$ cat src/rtl/hazard_pipe_ctrl_if.sv
// ID/EM hazard-control bundle: ID-stage fields and memory handshake in, EM-stage
// fields and pipeline stall/flush controls out.
interface hazard_pipe_ctrl_if;
   logic       id_valid_i;
   logic [2:0] id_rs_addr_i;
   logic [2:0] id_rt_addr_i;
   logic       id_uses_rt_i;
   logic [2:0] id_write_addr_i;
   logic       id_regwrite_i;
   logic       id_memread_i;
   logic       em_branch_taken_i;
   logic       mem_ready_i;

   logic       em_valid_o;
   logic [2:0] em_rs_addr_o;
   logic [2:0] em_rt_addr_o;
   logic [2:0] em_write_addr_o;
   logic       em_regwrite_o;
   logic       em_memread_o;
   logic       pc_stall_o;
   logic       ifid_stall_o;
   logic       ifid_flush_o;
   logic       mem_timeout_o;

   modport master (
      output id_valid_i, id_rs_addr_i, id_rt_addr_i, id_uses_rt_i, id_write_addr_i,
             id_regwrite_i, id_memread_i, em_branch_taken_i, mem_ready_i,
      input  em_valid_o, em_rs_addr_o, em_rt_addr_o, em_write_addr_o, em_regwrite_o,
             em_memread_o, pc_stall_o, ifid_stall_o, ifid_flush_o, mem_timeout_o
   );

   modport slave (
      input  id_valid_i, id_rs_addr_i, id_rt_addr_i, id_uses_rt_i, id_write_addr_i,
             id_regwrite_i, id_memread_i, em_branch_taken_i, mem_ready_i,
      output em_valid_o, em_rs_addr_o, em_rt_addr_o, em_write_addr_o, em_regwrite_o,
             em_memread_o, pc_stall_o, ifid_stall_o, ifid_flush_o, mem_timeout_o
   );
endinterface

$ cat src/rtl/hazard_pipe_ctrl.sv
// Hazard controller for a short pipeline: branch flush, memory-wait stall with
// sticky timeout, and single-bubble load-use interlock in front of the EM stage.
module hazard_pipe_ctrl #(
   parameter int FLUSH_CYCLES = 2,
   parameter int WAIT_LIMIT   = 15
) (
   input  logic               clk_i,
   input  logic               rst_i,
   hazard_pipe_ctrl_if.slave  bus
);
   typedef enum logic {RUN, FLUSH} state_t;

   localparam logic [2:0] FLUSH_INIT = 3'(FLUSH_CYCLES > 1 ? FLUSH_CYCLES - 2 : 0);
   localparam logic [7:0] WAIT_MAX   = 8'(WAIT_LIMIT);

   state_t     state;
   logic [2:0] flush_cnt;
   logic [7:0] wait_cnt;
   logic       timeout;

   logic       em_valid;
   logic [2:0] em_rs, em_rt, em_wa;
   logic       em_rw, em_mr;

   logic       in_flush, taken, mem_wait, load_use, flush, stall;
   logic [7:0] wait_inc;

   always_comb begin
      in_flush = (state == FLUSH);
      taken    = ~in_flush & em_valid & bus.em_branch_taken_i;
      mem_wait = em_valid & em_memread_w() & ~bus.mem_ready_i;
      load_use = bus.id_valid_i & em_valid & em_mr &
                 ((bus.id_rs_addr_i == em_wa) | (bus.id_uses_rt_i & (bus.id_rt_addr_i == em_wa)));
      flush    = in_flush | taken;
      // Flush dominates, so stalls never coincide with it.
      stall    = ~flush & (mem_wait | load_use);
      wait_inc = (wait_cnt == 8'hFF) ? wait_cnt : wait_cnt + 8'd1;
   end

   function automatic logic em_memread_w();
      return em_mr;
   endfunction

   always_ff @(posedge clk_i or posedge rst_i) begin
      if (rst_i) begin
         state     <= RUN;
         flush_cnt <= 3'd0;
         wait_cnt  <= 8'd0;
         timeout   <= 1'b0;
         em_valid  <= 1'b0;
         em_rs     <= 3'd0;
         em_rt     <= 3'd0;
         em_wa     <= 3'd0;
         em_rw     <= 1'b0;
         em_mr     <= 1'b0;
      end else if (mem_wait && !flush) begin
         // EM holds while the load is outstanding.
         wait_cnt <= wait_inc;
         if (wait_inc >= WAIT_MAX) timeout <= 1'b1;
      end else begin
         wait_cnt <= 8'd0;
         if (flush || load_use) begin
            em_valid <= 1'b0;
            em_rs    <= 3'd0;
            em_rt    <= 3'd0;
            em_wa    <= 3'd0;
            em_rw    <= 1'b0;
            em_mr    <= 1'b0;
         end else begin
            em_valid <= bus.id_valid_i;
            em_rs    <= bus.id_rs_addr_i;
            em_rt    <= bus.id_rt_addr_i;
            em_wa    <= bus.id_write_addr_i;
            em_rw    <= bus.id_valid_i & bus.id_regwrite_i;
            em_mr    <= bus.id_valid_i & bus.id_memread_i;
         end
         case (state)
            RUN: begin
               if (taken && FLUSH_CYCLES > 1) begin
                  state     <= FLUSH;
                  flush_cnt <= FLUSH_INIT;
               end
            end
            FLUSH: begin
               if (flush_cnt == 3'd0) state <= RUN;
               else                   flush_cnt <= flush_cnt - 3'd1;
            end
            default: state <= RUN;
         endcase
      end
   end

   assign bus.em_valid_o      = em_valid;
   assign bus.em_rs_addr_o    = em_rs;
   assign bus.em_rt_addr_o    = em_rt;
   assign bus.em_write_addr_o = em_wa;
   assign bus.em_regwrite_o   = em_rw;
   assign bus.em_memread_o    = em_mr;
   assign bus.pc_stall_o      = stall;
   assign bus.ifid_stall_o    = stall;
   assign bus.ifid_flush_o    = flush;
   assign bus.mem_timeout_o   = timeout;
endmodule

$ cat src/flat_wrapper.sv
// flat-port wrapper written by rule: the top's interface ports become plain ports
module hazard_pipe_ctrl_flat 
#(
   parameter int FLUSH_CYCLES = 2,
   parameter int WAIT_LIMIT   = 15
)
  (clk_i, rst_i, bus_id_valid_i, bus_id_rs_addr_i, bus_id_rt_addr_i, bus_id_uses_rt_i, bus_id_write_addr_i, bus_id_regwrite_i, bus_id_memread_i, bus_em_branch_taken_i, bus_mem_ready_i, bus_em_valid_o, bus_em_rs_addr_o, bus_em_rt_addr_o, bus_em_write_addr_o, bus_em_regwrite_o, bus_em_memread_o, bus_pc_stall_o, bus_ifid_stall_o, bus_ifid_flush_o, bus_mem_timeout_o);
  hazard_pipe_ctrl_if bus_i ();
  input  logic clk_i;
  input  logic rst_i;
  input wire logic [$bits(bus_i.id_valid_i)-1:0] bus_id_valid_i;
  input wire logic [$bits(bus_i.id_rs_addr_i)-1:0] bus_id_rs_addr_i;
  input wire logic [$bits(bus_i.id_rt_addr_i)-1:0] bus_id_rt_addr_i;
  input wire logic [$bits(bus_i.id_uses_rt_i)-1:0] bus_id_uses_rt_i;
  input wire logic [$bits(bus_i.id_write_addr_i)-1:0] bus_id_write_addr_i;
  input wire logic [$bits(bus_i.id_regwrite_i)-1:0] bus_id_regwrite_i;
  input wire logic [$bits(bus_i.id_memread_i)-1:0] bus_id_memread_i;
  input wire logic [$bits(bus_i.em_branch_taken_i)-1:0] bus_em_branch_taken_i;
  input wire logic [$bits(bus_i.mem_ready_i)-1:0] bus_mem_ready_i;
  output wire logic [$bits(bus_i.em_valid_o)-1:0] bus_em_valid_o;
  output wire logic [$bits(bus_i.em_rs_addr_o)-1:0] bus_em_rs_addr_o;
  output wire logic [$bits(bus_i.em_rt_addr_o)-1:0] bus_em_rt_addr_o;
  output wire logic [$bits(bus_i.em_write_addr_o)-1:0] bus_em_write_addr_o;
  output wire logic [$bits(bus_i.em_regwrite_o)-1:0] bus_em_regwrite_o;
  output wire logic [$bits(bus_i.em_memread_o)-1:0] bus_em_memread_o;
  output wire logic [$bits(bus_i.pc_stall_o)-1:0] bus_pc_stall_o;
  output wire logic [$bits(bus_i.ifid_stall_o)-1:0] bus_ifid_stall_o;
  output wire logic [$bits(bus_i.ifid_flush_o)-1:0] bus_ifid_flush_o;
  output wire logic [$bits(bus_i.mem_timeout_o)-1:0] bus_mem_timeout_o;
  assign bus_i.id_valid_i = bus_id_valid_i;
  assign bus_i.id_rs_addr_i = bus_id_rs_addr_i;
  assign bus_i.id_rt_addr_i = bus_id_rt_addr_i;
  assign bus_i.id_uses_rt_i = bus_id_uses_rt_i;
  assign bus_i.id_write_addr_i = bus_id_write_addr_i;
  assign bus_i.id_regwrite_i = bus_id_regwrite_i;
  assign bus_i.id_memread_i = bus_id_memread_i;
  assign bus_i.em_branch_taken_i = bus_em_branch_taken_i;
  assign bus_i.mem_ready_i = bus_mem_ready_i;
  assign bus_em_valid_o = bus_i.em_valid_o;
  assign bus_em_rs_addr_o = bus_i.em_rs_addr_o;
  assign bus_em_rt_addr_o = bus_i.em_rt_addr_o;
  assign bus_em_write_addr_o = bus_i.em_write_addr_o;
  assign bus_em_regwrite_o = bus_i.em_regwrite_o;
  assign bus_em_memread_o = bus_i.em_memread_o;
  assign bus_pc_stall_o = bus_i.pc_stall_o;
  assign bus_ifid_stall_o = bus_i.ifid_stall_o;
  assign bus_ifid_flush_o = bus_i.ifid_flush_o;
  assign bus_mem_timeout_o = bus_i.mem_timeout_o;
  hazard_pipe_ctrl #(.FLUSH_CYCLES(FLUSH_CYCLES), .WAIT_LIMIT(WAIT_LIMIT)) u_core (.clk_i(clk_i), .rst_i(rst_i), .bus(bus_i));
endmodule
$ cat config.mk
export PLATFORM = sky130hd
export DESIGN_NAME = hazard_pipe_ctrl_flat
export DESIGN_NICKNAME = d
export VERILOG_FILES = /design/src/rtl/hazard_pipe_ctrl_if.sv /design/src/rtl/hazard_pipe_ctrl.sv /design/src/flat_wrapper.sv
export SDC_FILE = /design/constraint.sdc
export NUM_CORES = 1
export LEC_CHECK = 0
export ABC_AREA = 0
export CAP_MARGIN = 0
export CORE_AREA = 3 3 63 65
export CTS_CLUSTER_DIAMETER = 150
export DETAILED_ROUTE_END_ITERATION = 8
export DIE_AREA = 0 0 66 68
export PLACE_DENSITY_LB_ADDON = 0.08
export SETUP_SLACK_MARGIN = 0.1
export SYNTH_ARGS = -nofsm -noshare
export SYNTH_HDL_FRONTEND = slang
export SYNTH_SLANG_ARGS = --single-unit
export TNS_END_PERCENT = 5
$ cat constraint.sdc
create_clock -name clk_i -period 3.4 [get_ports clk_i]
set_input_delay 0.51 -clock clk_i [delete_from_list [all_inputs] [get_ports clk_i]]
set_output_delay 0.51 -clock clk_i [all_outputs]
set_load 0.02 [all_outputs]
# == After elaboration in Yosys (flattened, before gate mapping) ==
# Index checks and enable logic that the tools add are counted.
# W data, S select, Z words.
# word_totals
out_inout_bits,16
word_cells,56
input_bits,17
reg_bits,25
# op_classes
n_eq_ne,5
n_bitwise,18
muxes,14
n_addsub,2
n_reduce_logical,6
magnitude_cmp,1
# op_table
operator,count
$mux W8,2
$mux W3,5
$and A1 B1 Y1,11
$add A8 B1 Y8 const B,1
$eq A8 B8 Y1 const B,1
$ge A8 B4 Y1 const B,1
$eq A3 B3 Y1,2
$pmux W3 S2,1
$mux W1,5
$not A1 Y1,4
$logic_not A3 Y1,1
$or A1 B1 Y1,3
$reduce_and A3 Y1,1
$sub A3 B1 Y3 const B,1
$ne A2 B1 Y1 const B,1
$ne A2 B2 Y1 const B,1
$pmux W1 S2,1
$reduce_and A2 Y1,1
$logic_and A1 B1 Y1,1
$logic_not A1 Y1,1
$logic_or A1 B1 Y1,1

# == Longest topological paths before layout ==
# depth
ltp_word,8
ltp_mapped,7
mapped_depth_nobuf,7

# == Least setup slack after synthesis ==
# OpenSTA, ideal clock, no wires.
# synth_timing
kind,register to output
from,"register u_core.em_wa[0], in the netlist u_core.bus.em_write_addr_o[0]"
to,output bus_pc_stall_o
path_slack_ps,787
path_buffers,1
path_stages_with_launch,7
arrival_ps,2103
required_time_ps,2890
path_cell_list,dfrtp_1 -> xnor2_1 -> nand4_1 -> a21boi_0 -> nor2_1 -> nor4_1 -> buf_4
# synth_via
elab_chain_len,6
elab_cells_between_ends,7
classes_between,eq/ne: 2; bitwise: 5
# synth_rtl
element,line,rtl
from (decl),hazard_pipe_ctrl.sv:22,"logic [2:0] em_rs, em_rt, em_wa;"
from (signal assigned),hazard_pipe_ctrl.sv:73,em_wa <= bus.id_write_addr_i;
$eq A3 B3 Y1,hazard_pipe_ctrl.sv:33,((bus.id_rs_addr_i == em_wa) | (bus.id_uses_rt_i & (bus.id_rt_addr_i == em_wa)));
$and A1 B1 Y1,hazard_pipe_ctrl.sv:33,
$or A1 B1 Y1 *,hazard_pipe_ctrl.sv:33,
$and A1 B1 Y1 *,hazard_pipe_ctrl.sv:32,load_use = bus.id_valid_i & em_valid & em_mr &
$or A1 B1 Y1 *,hazard_pipe_ctrl.sv:36,stall = ~flush & (mem_wait | load_use);
$and A1 B1 Y1 *,hazard_pipe_ctrl.sv:36,
to (decl),flat_wrapper.sv:26,output wire logic [$bits(bus_i.pc_stall_o)-1:0] bus_pc_stall_o;
# Every way passes the cells marked *; elsewhere a longest branch is shown, timed or not.

# == Worst setup path in the final report ==
# layout_timing
from,input bus_id_rt_addr_i[1]
to,output bus_pc_stall_o
# layout_via
elab_chain_len,6
# layout_rtl
element,line,rtl
from (decl),flat_wrapper.sv:13,input wire logic [$bits(bus_i.id_rt_addr_i)-1:0] bus_id_rt_addr_i;
$eq A3 B3 Y1,hazard_pipe_ctrl.sv:33,
$and A1 B1 Y1,hazard_pipe_ctrl.sv:33,
$or A1 B1 Y1,hazard_pipe_ctrl.sv:33,
$and A1 B1 Y1,hazard_pipe_ctrl.sv:32,
$or A1 B1 Y1,hazard_pipe_ctrl.sv:36,
$and A1 B1 Y1,hazard_pipe_ctrl.sv:36,
# Every way passes these cells.

==> impl_metrics.json <==
{
  "status": "finished clean",
  "synth_area_per_cell_um2": 10.1,
  "power_density_nw_per_um2": 579,
  "synthMuxAreaShare_pct": 0.756,
  "clock_latency_ns": 0.31,
  "cts_resized": 0,
  "grt_pass1_vias": 1130,
  "cts_tree": "done",
  "syn_to_final_growth_pct": 28.2,
  "seq_area_frac_synth_pct": 47.3,
  "async_flop_share_pct": 100,
  "clk_pin_slew_ns": 0.14,
  "synth-compound-area-share_pct": 18.7,
  "grt_max_degree": 26,
  "min_path_type": "reg2reg",
  "core_area_um2": 3390,
  "synth-simple-area-share_pct": 19.1,
  "start_util_pct": 39.1,
  "p_leak_nw": 0.711,
  "clock-skew-final_ns": 0.00778,
  "cts_root_buf": "clkbuf_4",
  "synth_cells": 131,
  "synth_top_family_by_area": "simple AND/OR/NAND/NOR gates",
  "slew_headroom_pct": 38.5,
  "grtUsageTotal_pct": 14.6,
  "yosysUniqueCellTypes": 37,
  "postCtsHoldBufs": 0,
  "cp.arrival_ns": 2.64,
  "period_needed_ns": 3.15,
  "cp_max_fo": 3,
  "dp_hpwl_um": 2210,
  "syn_nets": 151,
  "grt_pass1_wl_um": 5140,
  "wl_per_cell_um": 13.8,
  "clock_path_buffers": 2,
  "drt_first_iter_violations": 55,
  "yosys.area.top_type_share_pct": 47.3,
  "first_pass_iters": 4,
  "synthTopCellsByArea": "dfrtp_1, a22o_1, xnor2_1",
  "ys_top_cells_by_count": "dfrtp_1, nand2_1, a22o_1, nor2_1, xnor2_1",
  "numPortBuffers": 32,
  "cp.required_ns": 2.89,
  "detail-route-antenna-nets": 0,
  "synth_warnings": 0,
  "synthAdderAreaFrac_pct": 2.84,
  "via_count": 1073,
  "io_pins": 33,
  "synth_most_common_cell": "dfrtp_1",
  "chipHeight_um": 68,
  "end_kind": "output pin",
  "fin_tns_setup_ns": 0,
  "numCtsBuffers": 3,
  "hold_start": "u_core.bus.mem_timeout_o$_DFFE_PP0P_",
  "wirelength_um": 2880,
  "worstMarginPinSlew_ns": 0.921,
  "worstReg2RegStart": "u_core.wait_cnt[0]$_DFF_PP0_",
  "period_share_pct": 92.8,
  "post_cts_buffers": 0,
  "drc_errors": 0,
  "setup_violations": 0,
  "ys_ff_latch": 25,
  "globalplace.congestion": 0.813,
  "maxSlewViolCount": 0,
  "maxCapViolations": 0,
  "grt_antenna_before_repair": 0,
  "viasPerCell": 5.13,
  "synth_edf_count": 0,
  "num_rows": 21,
  "overflow": 0,
  "start_kind": "input port",
  "layout.nets": 184,
  "critPathLaunch": "bus_id_rt_addr_i[1]",
  "clock.fmax_ghz": 0.317,
  "cts.sinks": 25,
  "num_antenna_cells": 0,
  "final_core_utilization_pct": 50.1,
  "htree_levels": 1,
  "hold_viol": 0,
  "rsz0062_at_grt": "no",
  "synthXorXnorAreaFrac_pct": 5.95,
  "synth_area_leader_cell": "dfrtp_1",
  "drive_above_1_share_pct": 6.13,
  "ir_drop_mv": 0.259,
  "synthFlopType": "dfrtp_1",
  "die_area_um2": 4490,
  "crit_type": "in2out",
  "syn_area_um2": 1320,
  "die_w_um": 66
}
-- final timing paths --
kind	cells after the start	to	slack (ns)
hold / removal	1	u_core.bus.mem_timeout_o$_DFFE_PP0P_	0.50
max in group asynchronous	2	u_core.bus.em_write_addr_o[2]$_DFFE_PP0N_	2.15
setup reg to reg	6	u_core.bus.mem_timeout_o$_DFFE_PP0P_	1.34
setup / recovery	7	bus_pc_stall_o	0.25
min in group asynchronous	2	u_core.flush_cnt[0]$_DFFE_PP0P_	0.69
hold reg to reg	1	u_core.bus.mem_timeout_o$_DFFE_PP0P_	0.50
-- worst max-delay path: stages --
cell and delay, ns:
clkdlybuf4s50_1 0.49, xnor2_1 0.14, nand4_1 0.16, a21boi_0 0.30, nor2_1 0.08, nor4_1 0.29
clkdlybuf4s50_1 0.68
-- power breakdown --
group          switching [mW]  leakage, nW  internal, mW
registers              0.0593        0.328         0.366
logic                   0.221        0.368         0.204
clock network          0.0864       0.0150        0.0457
total                   0.367        0.711         0.615
-- flip-flops by register name, summed over array words and instances (netlist names) --
| name | cells |
|---|---|
| u_core.wait_cnt | 8 |
| u_core.bus.em_write_addr_o | 3 |
| u_core.bus.mem_timeout_o | 1 |
| u_core.flush_cnt | 3 |
| u_core.bus.em_regwrite_o | 1 |
| u_core.in_flush | 1 |
| u_core.bus.em_rt_addr_o | 3 |
| u_core.bus.em_rs_addr_o | 3 |
| u_core.bus.em_valid_o | 1 |
| u_core.bus.em_memread_o | 1 |
-- through the flow --
step	instances	instance area [µm²]	hold WS [ns]	setup slack, ns	power, mW
CTS	209	1700	0.507	0.232	1.00
finish	209	1700	0.496	0.246	0.982
global route	209	1700	0.542	0.107	1.06
floorplan	131	1320	0.516	0.787	0.691
global placement	205	1670	0.463	0.273	0.855
detailed placement	205	1670	0.471	0.227	0.864
-- routing by layer --
layer / part of all wire [%] / track usage (%) / vias up
met5: 0 / 0 / -
met4: 0.56 / 3.81 / 0
met3: 4.3 / 2.96 / 2
met2: 48 / 25.2 / 25
met1: 47 / 18.9 / 508
li1: - / - / 538
-- placed cells by master, fill, tap and decap left out, types with 2 or more instances in the layout --
cell type,netlist,routed
a21oi_1,5,5
a22o_1,9,9
a31oi_1,2,2
and3_1,2,2
clkbuf_4,0,3
clkdlybuf4s50_1,0,32
dfrtp_1,25,25
ha_1,3,3
inv_1,7,7
nand2_1,18,18
nand3_1,3,3
nand4_1,3,3
nor2_1,9,9
nor3_1,2,2
nor3b_1,2,2
o21ai_0,6,6
o21ai_1,2,2
xnor2_1,9,9
-- cell families (layout without fill, tap and decap cells) --
kind of cell	count (synthesis)	count (layout)
mux	1	1
xor+xnor	9	9
buf+inv	12	44
flops	25	25
compound gates	33	33
fa+ha+maj	3	3
simple gates	48	48
-- cell type report --
cell class                 count  area [µm²]
clock buffer                   4        26.3
timing repair buffer          33         328
fill                         317        1690
sequential                    25         626
inverter                       7        26.3
tap                           46        57.6
multi-input combinational     94         633
Power figures use the tool's default switching activity.
